==> src/rtl/qr_engine.sv <==
// Pipelined Givens norm r = sqrt(a^2+b^2) feeding a 10-lane result history.
// Define QR_ROUND_EN to round the root to nearest instead of truncating.
module qr_engine #(
  parameter int I_DATA_W = 16,
  parameter int R_W      = 16,
  parameter int LANES    = 10
) (
  input  logic                  i_clk,
  input  logic                  i_rst,
  input  logic                  i_trig,
  input  logic [2*I_DATA_W-1:0] i_data,
  output logic [LANES*R_W-1:0]  o_y_hat
);

`ifdef QR_ROUND_EN
  localparam bit ROUND = 1'b1;
`else
  localparam bit ROUND = 1'b0;
`endif

  typedef struct packed {
    logic        v;
    logic [15:0] root;
    logic [17:0] rem;
  } sq_t;

  // Four restoring-root iterations, consuming radicand pairs MSB first.
  function automatic sq_t sq_step(input sq_t s,
                                  input logic [7:0] pairs);
    sq_t        o;
    logic [19:0] r;
    logic [19:0] t;
    logic [7:0]  p;
    o = s;
    p = pairs;
    r = {2'b00, s.rem};
    for (int i = 0; i < 4; i++) begin
      r = {r[17:0], p[7:6]};
      p = {p[5:0], 2'b00};
      t = {2'b00, o.root, 2'b01};
      if (r >= t) begin
        r      = r - t;
        o.root = {o.root[14:0], 1'b1};
      end else begin
        o.root = {o.root[14:0], 1'b0};
      end
    end
    o.rem = r[17:0];
    return o;
  endfunction

  logic signed [15:0] a_s, b_s;
  logic signed [31:0] a_x, b_x;
  logic [31:0] a2_d, b2_d, a2_q, b2_q;
  logic [31:0] sum_d, sum_q;
  logic        v0_q, v1_q;
  logic [23:0] rad2_q;
  logic [15:0] rad3_q;
  logic [7:0]  rad4_q;
  sq_t         s_in;
  sq_t         s2_d, s3_d, s4_d, s5_d;
  sq_t         s2_q, s3_q, s4_q, s5_q;
  logic        rnd;
  logic [R_W-1:0] r_fin;
  logic [LANES-1:0][R_W-1:0] lane_d, lane_q;

  always_comb begin
    a_s  = $signed(i_data[31:16]);
    b_s  = $signed(i_data[15:0]);
    a_x  = 32'(a_s);
    b_x  = 32'(b_s);
    a2_d = a_x * a_x;
    b2_d = b_x * b_x;
    sum_d = a2_q + b2_q;
  end

  always_comb begin
    s_in = '{v: v1_q, root: 16'd0, rem: 18'd0};
    s2_d = sq_step(s_in, sum_q[31:24]);
    s3_d = sq_step(s2_q, rad2_q[23:16]);
    s4_d = sq_step(s3_q, rad3_q[15:8]);
    s5_d = sq_step(s4_q, rad4_q);
  end

  // Remainder exceeding root means the true root is above root+0.5.
  always_comb begin
    rnd   = ROUND && ({2'b00, s5_q.root} < s5_q.rem);
    r_fin = s5_q.root + {15'd0, rnd};
    lane_d = lane_q;
    if (s5_q.v) begin
      lane_d = {lane_q[LANES-2:0], r_fin};
    end
  end

  always_ff @(posedge i_clk) begin
    if (i_rst) begin
      v0_q   <= 1'b0;
      v1_q   <= 1'b0;
      a2_q   <= '0;
      b2_q   <= '0;
      sum_q  <= '0;
      rad2_q <= '0;
      rad3_q <= '0;
      rad4_q <= '0;
      s2_q   <= '0;
      s3_q   <= '0;
      s4_q   <= '0;
      s5_q   <= '0;
      lane_q <= '0;
    end else begin
      v0_q   <= i_trig;
      a2_q   <= a2_d;
      b2_q   <= b2_d;
      v1_q   <= v0_q;
      sum_q  <= sum_d;
      rad2_q <= sum_q[23:0];
      rad3_q <= rad2_q[15:0];
      rad4_q <= rad3_q[7:0];
      s2_q   <= s2_d;
      s3_q   <= s3_d;
      s4_q   <= s4_d;
      s5_q   <= s5_d;
      lane_q <= lane_d;
    end
  end

  assign o_y_hat = lane_q;

endmodule

==> config.mk <==
export PLATFORM = sky130hd
export DESIGN_NAME = qr_engine
export DESIGN_NICKNAME = d
export VERILOG_FILES = /design/src/rtl/qr_engine.sv
export SDC_FILE = /design/constraint.sdc
export NUM_CORES = 2
export LEC_CHECK = 0
export ABC_AREA = 1
export CAP_MARGIN = 30
export CORE_MARGIN = 2
export CORE_UTILIZATION = 52
export CTS_CLUSTER_DIAMETER = 30
export CTS_CLUSTER_SIZE = 25
export DETAILED_ROUTE_END_ITERATION = 8
export GPL_TIMING_DRIVEN = 0
export PLACE_DENSITY = 0.7
export SETUP_SLACK_MARGIN = 0.15
export SLEW_MARGIN = 20
export SYNTH_ARGS = -nofsm -noshare
export SYNTH_HDL_FRONTEND = slang
export SYNTH_SLANG_ARGS = --single-unit
export TNS_END_PERCENT = 5
==> constraint.sdc <==
create_clock -name i_clk -period 8.3 [get_ports i_clk]
set_clock_uncertainty 0.2 [all_clocks]
set_input_delay 0.83 -clock i_clk [delete_from_list [all_inputs] [get_ports i_clk]]
set_output_delay 0.83 -clock i_clk [all_outputs]
set_load 0.01 [all_outputs]
==> key figures <==
Status
  – Outcome: finished, final reports clean

STA
  – Max Clk Rate: 128 MHz
  – Final setup TNS: 0 ns
  – Slew headroom: 0.365
  – Final Max Tran Viols: 0
  – RSZ-0062 raised after global routing: true
  – Hold WS: 0.166 ns
  – Minimum clock period: 7.81 ns
  – Slew @ Worst Pin: 0.952 ns
  – Endpoints failing hold: 0
  – Final setup violation count: 0
  – Tcrit/Tclk final: 0.941

Floorplanning
  – Core Region: 80700 um^2
  – Die Area: 84000 um^2
  – Initial core utilization: 0.526
  – Ports: 195
  – Row count: 104
  – Chip Height: 290 um
  – Die W: 290 um

Yosys
  – Largest cells by area after synthesis: fa_1, dfxtp_1, ha_1
  – Post-Synth XOR/XNOR Area: 0.0278
  – Count leader, synth: inv_1
  – Post-synth top flop: dfxtp_1
  – Synth cell count leaders: inv_1, nand2_1, nor2_1
  – Post-synthesis compound-gate area fraction: 0.103
  – Yosys top cell area share: 0.225
  – Seq cells post-synth: 402
  – Mux cell area share after synthesis: 0.000236
  – Sequential area share after synthesis: 0.190
  – Mean post-synth cell area: 7.31 um^2
  – Mapped cell area: 42500 um^2
  – Async S/R FF share, synth: 0
  – Yosys top cell by area: fa_1
  – Synth Area in Simple Gates: 0.233
  – Post-synth cell types: 64
  – Largest family of logic cells by synthesized area: adder cells
  – Post-synthesis adder-cell area fraction: 0.327
  – Synth warn: 0
  – Number of synthesized flops with an enable pin: 0
  – Syn Inst Count: 5806

Critical path
  – CP Capture Type: flop
  – CP Max Fanout: 10
  – Max stage delay cell, worst path: clkdlybuf4s50_1
  – CP max stage delay: 0.80 ns
  – Crit path depth: 30
  – Crit path launch type: primary input
  – Worst endpoint data arrival time: 8.12 ns
  – WS Path Type: primary input to flop
  – Worst path bufs/invs: 8
  – Top delay family on crit path: adder cells
  – Worst endpoint required time: 8.61 ns
  – Reg2Reg Depth: 43

Placed design
  – Placed cell count: 7041
  – HPWL after detailed placement: 97.4 mm
  – Port bufs: 174
  – GPL Wtd Cong: 0.941

Route
  – DRC viols: 0
  – Top Layer Used: met4
  – Initial DRC Count: 2594
  – WL met2: 56.9 mm
  – DR pass1 iterations: 8
  – Final WL: 119 mm
  – Routed vias/inst: 5.23
  – Wire per inst: 16.5 um
  – M1 WL: 51.2 mm
  – Vias: 37700
  – Post-route ant nets: 0
  – DR WL met3: 6.19 mm

Layout
  – ANT cells: 0
  – Fill cell count: 7486
  – Net count, final: 6947
  – Final Instance Count excl. Fillers: 7211
  – Area Overhead vs Synth: 14.9%
  – Fin util: 0.604
  – Layout cells sized above 1: 0.0671

Clock network
  – Clock Path Buffers: 3
  – Inserted Clock Buffers: 80
  – CTS H-Tree Depth: 3
  – CTS tree: yes
  – CTS root buf: clkbuf_16
  – Worst skew pair latency: 0.64 ns
  – Clock transition at the registers of the reported paths: 0.06 ns
  – CTS hold repair buffers: 0
  – Clk sink count: 402

Worst hold path
  – Hold/Removal Path Class: flop to flop
  – Number of cells on the worst hold path: 2

Global routing
  – Global-route wire length before repair: 189 mm
  – Largest net degree at the start of global routing: 20
  – Vias in the first global route: 36600
  – Antenna violations before repair: 1
  – Remaining Overflow, GRT: 0
  – Gr usage total: 0.284

Flow run
  – Max Cap Viol: 0
==> sequential cells by signal (all words and copies together), names as in the netlist <==
signal   flops
v0_q         1
v1_q         1
s2_q        23
rad3_q      16
s4_q        31
sum_q       32
rad2_q      24
s3_q        27
a2_q        31
rad4_q       8
s5_q        17
o_y_hat    160
b2_q        31
==> worst reg2reg max path: cells and delay by family (launching register included) <==
family                   cells  cell delay, ns
AND/OR/NAND/NOR             15            1.61
buffers and inverters       10            1.65
adder cells (fa/ha/maj)      4            1.22
flip-flops                   1            0.44
AO/OA/AOI/OAI               14            2.52
==> cells in the final DEF (no fill, tap or decap), types with 9 or more instances in the layout <==
| cell | Yosys | routed |
|---|---|---|
| inv_2 | 21 | 29 |
| buf_6 | 9 | 12 |
| or2_2 | 24 | 24 |
| nor2_2 | 24 | 26 |
| nor3_1 | 37 | 36 |
| clkinv_2 | 0 | 15 |
| clkbuf_1 | 145 | 127 |
| a31oi_1 | 14 | 14 |
| nand3_1 | 220 | 218 |
| ha_1 | 348 | 343 |
| nand3b_1 | 22 | 22 |
| o21a_1 | 38 | 38 |
| nand3_2 | 20 | 21 |
| dfxtp_1 | 402 | 401 |
| nand4_1 | 51 | 51 |
| xnor2_1 | 69 | 69 |
| buf_4 | 4 | 32 |
| fa_1 | 477 | 477 |
| clkbuf_16 | 0 | 80 |
| clkbuf_2 | 0 | 15 |
| clkinvlp_4 | 0 | 14 |
| inv_1 | 1109 | 1095 |
| a21oi_1 | 299 | 294 |
| o21ai_0 | 391 | 374 |
| o211ai_1 | 10 | 10 |
| o21bai_1 | 9 | 9 |
| o21ai_1 | 6 | 19 |
| xor2_1 | 66 | 66 |
| a21o_1 | 10 | 10 |
| clkdlybuf4s50_1 | 0 | 173 |
| nor2_4 | 19 | 21 |
| nand2_1 | 1072 | 1071 |
| nand2_2 | 28 | 29 |
| nor2_1 | 779 | 775 |
==> cell type report <==
cell class                 instances  area [um^2]  share of cell area
inverter                        1137         4310              0.0885
clock buffer                      91         2100              0.0431
sequential                       402         8050               0.165
buffer                           167          800              0.0164
multi-input combinational       4100        29500               0.606
tap                             1060         1330              0.0272
timing repair buffer             199         1940              0.0398
clock inverter                    55          703              0.0144
==> routing by layer <==
| layer | track usage | vias to the layer above |
|---|---|---|
| li1 | - | 18500 |
| met1 | 0.374 | 17900 |
| met2 | 0.478 | 1006 |
| met3 | 0.0374 | 262 |
| met4 | 0.106 | 0 |
| met5 | 0 | - |
==> repair_timing <==
action | CTS | global route
setup buffers | 1 | 22
setup endpoints to repair | 40 | 46
pin swaps | 0 | 15
gates resized for setup | 25 | 103
==> final timing paths <==
path	end	slack, ns	startpoint
max	b2_q[30]	0.49	i_data[9]
min	rad3_q[1]	0.17	rad2_q[1]
max reg2reg	s5_q[18]	0.58	rad4_q[6]
min reg2reg	rad3_q[1]	0.17	rad2_q[1]
==> per-stage QoR <==
step                      area [um^2]  setup WS [ns]
final                           48800          0.491
after global routing            48800         0.0170
after CTS                       48400        0.00297
after detailed placement        45500          -1.20
after global placement          45500          -1.23
after floorplan                 42500           1.30
==> kinds of logic (layout without fill, tap and decap cells) <==
kind of cell	Yosys count	count (layout)
buffers and inverters	1305	1649
flip-flops	402	402
adder cells (fa/ha/maj)	825	825
multiplexers	1	1
AND/OR/NAND/NOR	2324	2324
AO/OA/AOI/OAI	813	813
other	1	2
XOR/XNOR	135	135
Power is left out: the tool's default activity adds up to more than one toggle a clock period on the data nets, which glitch-free logic cannot reach.
